### src/rtl/jleightcap_seq.sv
// Instruction sequencer: stores up to DEPTH instructions and replays them into the core.
// Latency: start sampled on cycle N -> first entry on instr_out at N+1; then one entry every div+1 cycles.
// Backpressure: ld_ready drops while running, when full, or when clear/start is asserted; instr_out is never stalled.
module jleightcap_seq #(
  parameter int            DEPTH = 16,
  parameter int            AW    = 4,
  parameter int            IW    = 6,
  parameter logic [IW-1:0] NOP   = '0
) (
  input  logic          clk,
  input  logic          rst,
  input  logic          ld_valid,
  input  logic [IW-1:0] ld_instr,
  output logic          ld_ready,
  input  logic          clear,
  input  logic          start,
  input  logic          halt,
  input  logic          loop,
  input  logic [3:0]    div,
  output logic [IW-1:0] instr_out,
  output logic          instr_vld,
  output logic          running,
  output logic          done,
  output logic [AW:0]   len
);

  typedef enum logic {
    S_IDLE = 1'b0,
    S_RUN  = 1'b1
  } state_t;

  localparam logic [AW:0]   LEN_FULL = (AW+1)'(DEPTH);
  localparam logic [AW:0]   LEN_ONE  = (AW+1)'(1);
  localparam logic [AW-1:0] PC_ONE   = AW'(1);

  // Program store; contents deliberately survive reset and clear.
  logic [IW-1:0] mem_q [DEPTH];

  state_t        state_q, state_d;
  logic [AW:0]   len_q, len_d;
  logic [AW-1:0] pc_q, pc_d;
  logic [3:0]    divcnt_q, divcnt_d;
  logic [3:0]    div_q, div_d;
  logic          loop_q, loop_d;
  logic [IW-1:0] instr_q, instr_d;
  logic          vld_q, vld_d;
  logic          running_q, running_d;
  logic          done_q, done_d;

  logic          full;
  logic          ld_fire;
  logic          last_pc;
  logic [AW-1:0] pc_nxt;

  // pc_q always names the entry most recently issued during a run.
  assign full    = (len_q == LEN_FULL);
  assign last_pc = ({1'b0, pc_q} == (len_q - LEN_ONE));
  assign pc_nxt  = last_pc ? '0 : (pc_q + PC_ONE);

  // Loads are refused whenever clear or start would take priority this cycle.
  assign ld_ready = (state_q == S_IDLE) && !full && !start && !clear;
  assign ld_fire  = ld_valid && ld_ready;

  assign instr_out = instr_q;
  assign instr_vld = vld_q;
  assign running   = running_q;
  assign done      = done_q;
  assign len       = len_q;

  // Append accepted instructions at the current program length.
  always_ff @(posedge clk) begin
    if (ld_fire) begin
      mem_q[len_q[AW-1:0]] <= ld_instr;
    end
  end

  // Next-state logic: IDLE handles clear > start > load, RUN paces issues by div.
  always_comb begin
    state_d  = state_q;
    len_d    = len_q;
    pc_d     = pc_q;
    divcnt_d = divcnt_q;
    div_d    = div_q;
    loop_d   = loop_q;
    done_d   = done_q;
    instr_d  = NOP;
    vld_d    = 1'b0;

    case (state_q)
      S_IDLE: begin
        if (clear) begin
          len_d  = '0;
          done_d = 1'b0;
        end else if (start && (len_q != '0)) begin
          // Entry 0 is issued on the start edge so it is visible one cycle later.
          loop_d   = loop;
          div_d    = div;
          pc_d     = '0;
          divcnt_d = '0;
          done_d   = 1'b0;
          state_d  = S_RUN;
          instr_d  = mem_q[0];
          vld_d    = 1'b1;
        end else if (ld_fire) begin
          len_d = len_q + LEN_ONE;
        end
      end

      S_RUN: begin
        if (halt) begin
          // Abort wins over normal completion; done is left as it was.
          state_d  = S_IDLE;
          pc_d     = '0;
          divcnt_d = '0;
        end else if (vld_q && last_pc && !loop_q) begin
          // Final entry is on the output now; finish without waiting out div.
          state_d  = S_IDLE;
          done_d   = 1'b1;
          pc_d     = '0;
          divcnt_d = '0;
        end else if (divcnt_q == div_q) begin
          divcnt_d = '0;
          pc_d     = pc_nxt;
          instr_d  = mem_q[pc_nxt];
          vld_d    = 1'b1;
        end else begin
          divcnt_d = divcnt_q + 4'd1;
        end
      end

      default: begin
        state_d = S_IDLE;
      end
    endcase

    running_d = (state_d == S_RUN);
  end

  // State and output registers with synchronous reset.
  always_ff @(posedge clk) begin
    if (rst) begin
      state_q   <= S_IDLE;
      len_q     <= '0;
      pc_q      <= '0;
      divcnt_q  <= '0;
      div_q     <= '0;
      loop_q    <= 1'b0;
      instr_q   <= NOP;
      vld_q     <= 1'b0;
      running_q <= 1'b0;
      done_q    <= 1'b0;
    end else begin
      state_q   <= state_d;
      len_q     <= len_d;
      pc_q      <= pc_d;
      divcnt_q  <= divcnt_d;
      div_q     <= div_d;
      loop_q    <= loop_d;
      instr_q   <= instr_d;
      vld_q     <= vld_d;
      running_q <= running_d;
      done_q    <= done_d;
    end
  end

endmodule

### config.mk
export PLATFORM = sky130hd
export DESIGN_NAME = jleightcap_seq
export DESIGN_NICKNAME = d
export VERILOG_FILES = /design/src/rtl/jleightcap_seq.sv
export SDC_FILE = /design/constraint.sdc
export NUM_CORES = 1
export LEC_CHECK = 0
export CORE_ASPECT_RATIO = 0.7
export CORE_UTILIZATION = 59
export DETAILED_ROUTE_END_ITERATION = 6
export PLACE_DENSITY = 0.91
export SYNTH_ARGS = -nofsm -noshare
export SYNTH_HDL_FRONTEND = slang
export SYNTH_SLANG_ARGS = --single-unit
### constraint.sdc
create_clock -name clk -period 3.5 [get_ports clk]
set_clock_uncertainty 0.2 [all_clocks]
set_input_delay 0.7 -clock clk [delete_from_list [all_inputs] [get_ports clk]]
set_output_delay 0.7 -clock clk [all_outputs]
set_load 0.01 [all_outputs]
==> key figures <==
Drt
  • DR DRC count: 0
  • Drt pass-1 iters: 5
  • Final wirelength: between 10,000 and 15,000 um
  • Wirelength per Cell: between 20 and 25 um
  • Drt initial violations: between 500 and 600
  • Vias: approximately 3,700
  • Post-route antenna net violation count: 0
  • Via-to-Cell Ratio: 6.29

Worst setup path
  • Slowest cell delay on critical path: roughly 0.55 ns
  • Critical Setup Path Class: in2out
  • Setup crit end kind: primary output
  • Crit path cell chain: clkdlybuf4s50_1, or3_1, a31oi_1, clkdlybuf4s50_1
  • Crit-path slowest cell: clkdlybuf4s50_1
  • RR Startpoint: len[0]
  • Startpoint Class: input pin
  • CP required: 2.60 ns
  • R2r worst-path depth: 8
  • Worst R2R End: pc_q[1]
  • CP Launch Point: clear
  • Worst Path Max Fanout: 4
  • CP dominant cell by count: clkdlybuf4s50_1
  • Critical Path AT: between 2 and 2.5 ns
  • Worst R2R Setup Slack: roughly 0.60 ns

Synthesis
  • Synth area leaders: edfxtp_1, dfxtp_1, mux4_2
  • Most frequent cells after synthesis: edfxtp_1, nor2_1, a21oi_1, dfxtp_1, nand2_1
  • Post-synthesis mux area share: 0.0617
  • Synth top area share: 0.539
  • Post-synthesis xor/xnor area fraction: 0.0245
  • Post-synth EDFFs: between 90 and 100
  • Post-synthesis compound-gate area fraction: 0.110
  • Most frequent cell after synthesis: edfxtp_1
  • Async S/R FF share, synth: 0
  • Yosys reg bits: approximately 120
  • Largest area contributor in the netlist: edfxtp_1
  • Avg Cell Area, Syn: between 10 and 15 um2
  • Largest family of logic cells by synthesized area: simple AND/OR/NAND/NOR gates
  • Warnings, synthesis: 0
  • Synth unique cells: 48
  • Synth Cell Area: 5350 um2
  • Post-Syn Nets: 434
  • Post-synthesis instance total: 410
  • Sequential element share of the synthesized area: 0.640
  • Simple-Gate Fraction of Synth Area: 0.122
  • Top_reg_cell synth: edfxtp_1
  • Post-synthesis adder-cell area fraction: 0.0164

Floorplanning
  • Initial Util: 0.621
  • Num rows: 28
  • # IOs: 32
  • Core area: about 8600 um2
  • Die Y-Extent: a little over 80 um
  • Die area: around 9500 um2
  • Die X: ~120 um

CTS
  • Gates resized, CTS repair: 0
  • Hold bufs inserted after CTS: 0
  • CTS Sinks: roughly 120
  • CTS tree: built
  • Worst-Skew Late Latency: roughly 0.42 ns
  • Clock transition at path regs: approximately 0.060 ns
  • CTS root buffer: clkbuf_16
  • Num CTS Buffers: 17
  • H-Tree Level Count: 4
  • Clock Path Buffers: 2
  • Post-CTS Setup Bufs: 0

STA
  • Setup TNS: 0 ns
  • Setup violators final: 0
  • Unrepaired setup endpoints after global routing: no
  • Pins Over Slew Limit: 0
  • Final hold slack: around 0.32 ns
  • Max frequency: 313 MHz
  • Final worst slack: roughly 0.31 ns
  • Actual slew at the worst max-slew pin: just over 0.8 ns
  • Final cycle utilization of the critical path: 0.911
  • Final hold violations: 0
  • Final worst path period need: 3.19 ns
  • Slew HR: 0.441

Flow run
  • MaxCap Viol Count: 0

Cells and area
  • Final Cell Area: roughly 6400 um2
  • # diodes: 0
  • Layout fillers: ~570
  • Area growth, synth to finish: 19.7%
  • Nets: roughly 480
  • Share of layout cells above drive strength 1: 0.150
  • Final Util: 0.743

Power and ir drop
  • Leak: around 2.2 nW
  • Pwr Density: approximately 520 nW/um2
  • Worst IR Drop VDD: around 440 uV

Placed design
  • Placed Area: between 5000 and 6000 um2
  • Dpl hpwl: roughly 8000 um
  • Routability cong.: about 0.9
  • Setup WS pre-CTS: roughly 0.30 ns
  • Port bufs: 31

Global route
  • Total track usage: 0.292
  • Largest net degree at the start of global routing: 60
  • Initial antenna violation count: 0
  • GRT overflow: 0
  • Number of global-route vias before repair: ~3,600
  • Global-route wire length before repair: 19,300 um

Worst hold path
  • Min-Delay Path Depth: 2
  • Worst hold path type: reg2reg
  • Hold path endpoint: done
  • Worst hold path startpoint: done

Outcome
  • Status: finished clean
## critical path, delay by kind of cell
family	cells	cell delay [ns]
buf+inv	2	1.01
simple gates	1	0.41
compound gates	1	0.17
## how the worst max path moves through the flow
stage	endpoint	depth (start not counted)	slack [ns]
after floorplan	mem_q[3][0]	4	0.68
after global routing	ld_ready	4	0.29
final	ld_ready	4	0.31
after detailed placement	ld_ready	4	0.30
after global placement	ld_ready	4	0.33
after CTS	ld_ready	4	0.30
## cell type report
class	count	area (um2)	share of cell area
Sequential cell	123	3420	0.535
Multi-Input combinational cell	255	1800	0.281
Clock buffer	18	429	0.0670
Timing Repair Buffer	45	415	0.0648
Tap cell	120	150	0.0234
Clock inverter	14	145	0.0227
Inverter	11	41.3	0.00645
## metrics by stage
| stage | instances | power [mW] |
|---|---|---|
| 2_1_floorplan | 410 | 1.63 |
| 3_3_place_gp | 554 | 1.68 |
| 3_5_place_dp | 554 | 1.69 |
| 4_1_cts | 586 | 3.36 |
| 5_1_grt | 586 | 3.43 |
| 6_report | 586 | 3.35 |
## sequential cells by signal (all words and copies together), names as in the netlist, 4 cells and up
name and flops:
mem_q 96, instr_out 6, len 5, div_q 4, divcnt_q 4, pc_q 4
## cell usage in the layout, fill, tap and decap left out, drive strengths merged, types with 2 or more instances in the layout
master	netlist	final
clkbuf	12	18
xnor2	11	11
mux2i	6	6
a22o	7	7
xor2	4	4
nand2b	12	12
nor2b	8	8
o21ai	11	11
clkinv	0	4
or4	2	2
dfxtp	27	27
nor3	12	12
clkinvlp	0	5
a21oi	35	35
clkdlybuf4s50	0	31
or2	2	2
nand2	26	26
nand4	8	8
o211ai	2	2
buf	9	14
nor2	52	52
o31a	6	6
nand3	3	3
inv	11	14
edfxtp	96	96
or4b	3	3
a211oi	6	6
mux4	12	12
a311oi	9	9
ha	7	7
bufinv	0	2
## per-layer routing
layer | track usage | share of wire
met5 | 0 | 0
met4 | 0.0859 | 0.013
met2 | 0.455 | 0.47
met3 | 0.109 | 0.11
met1 | 0.388 | 0.41
## power breakdown
group	switching, mW	internal, mW
Sequential	0.00313	1.58
Combinational	0.0473	0.0299
Clock	0.645	1.05
Total	0.696	2.65
## cell families (layout without fill, tap and decap cells)
family          count (synthesis)  after routing
flops                         123            123
mux                            18             18
xor+xnor                       15             15
simple gates                  132            132
buf+inv                        32             88
compound gates                 83             83
fa+ha+maj                       7              7
Power figures use the tool's default switching activity.
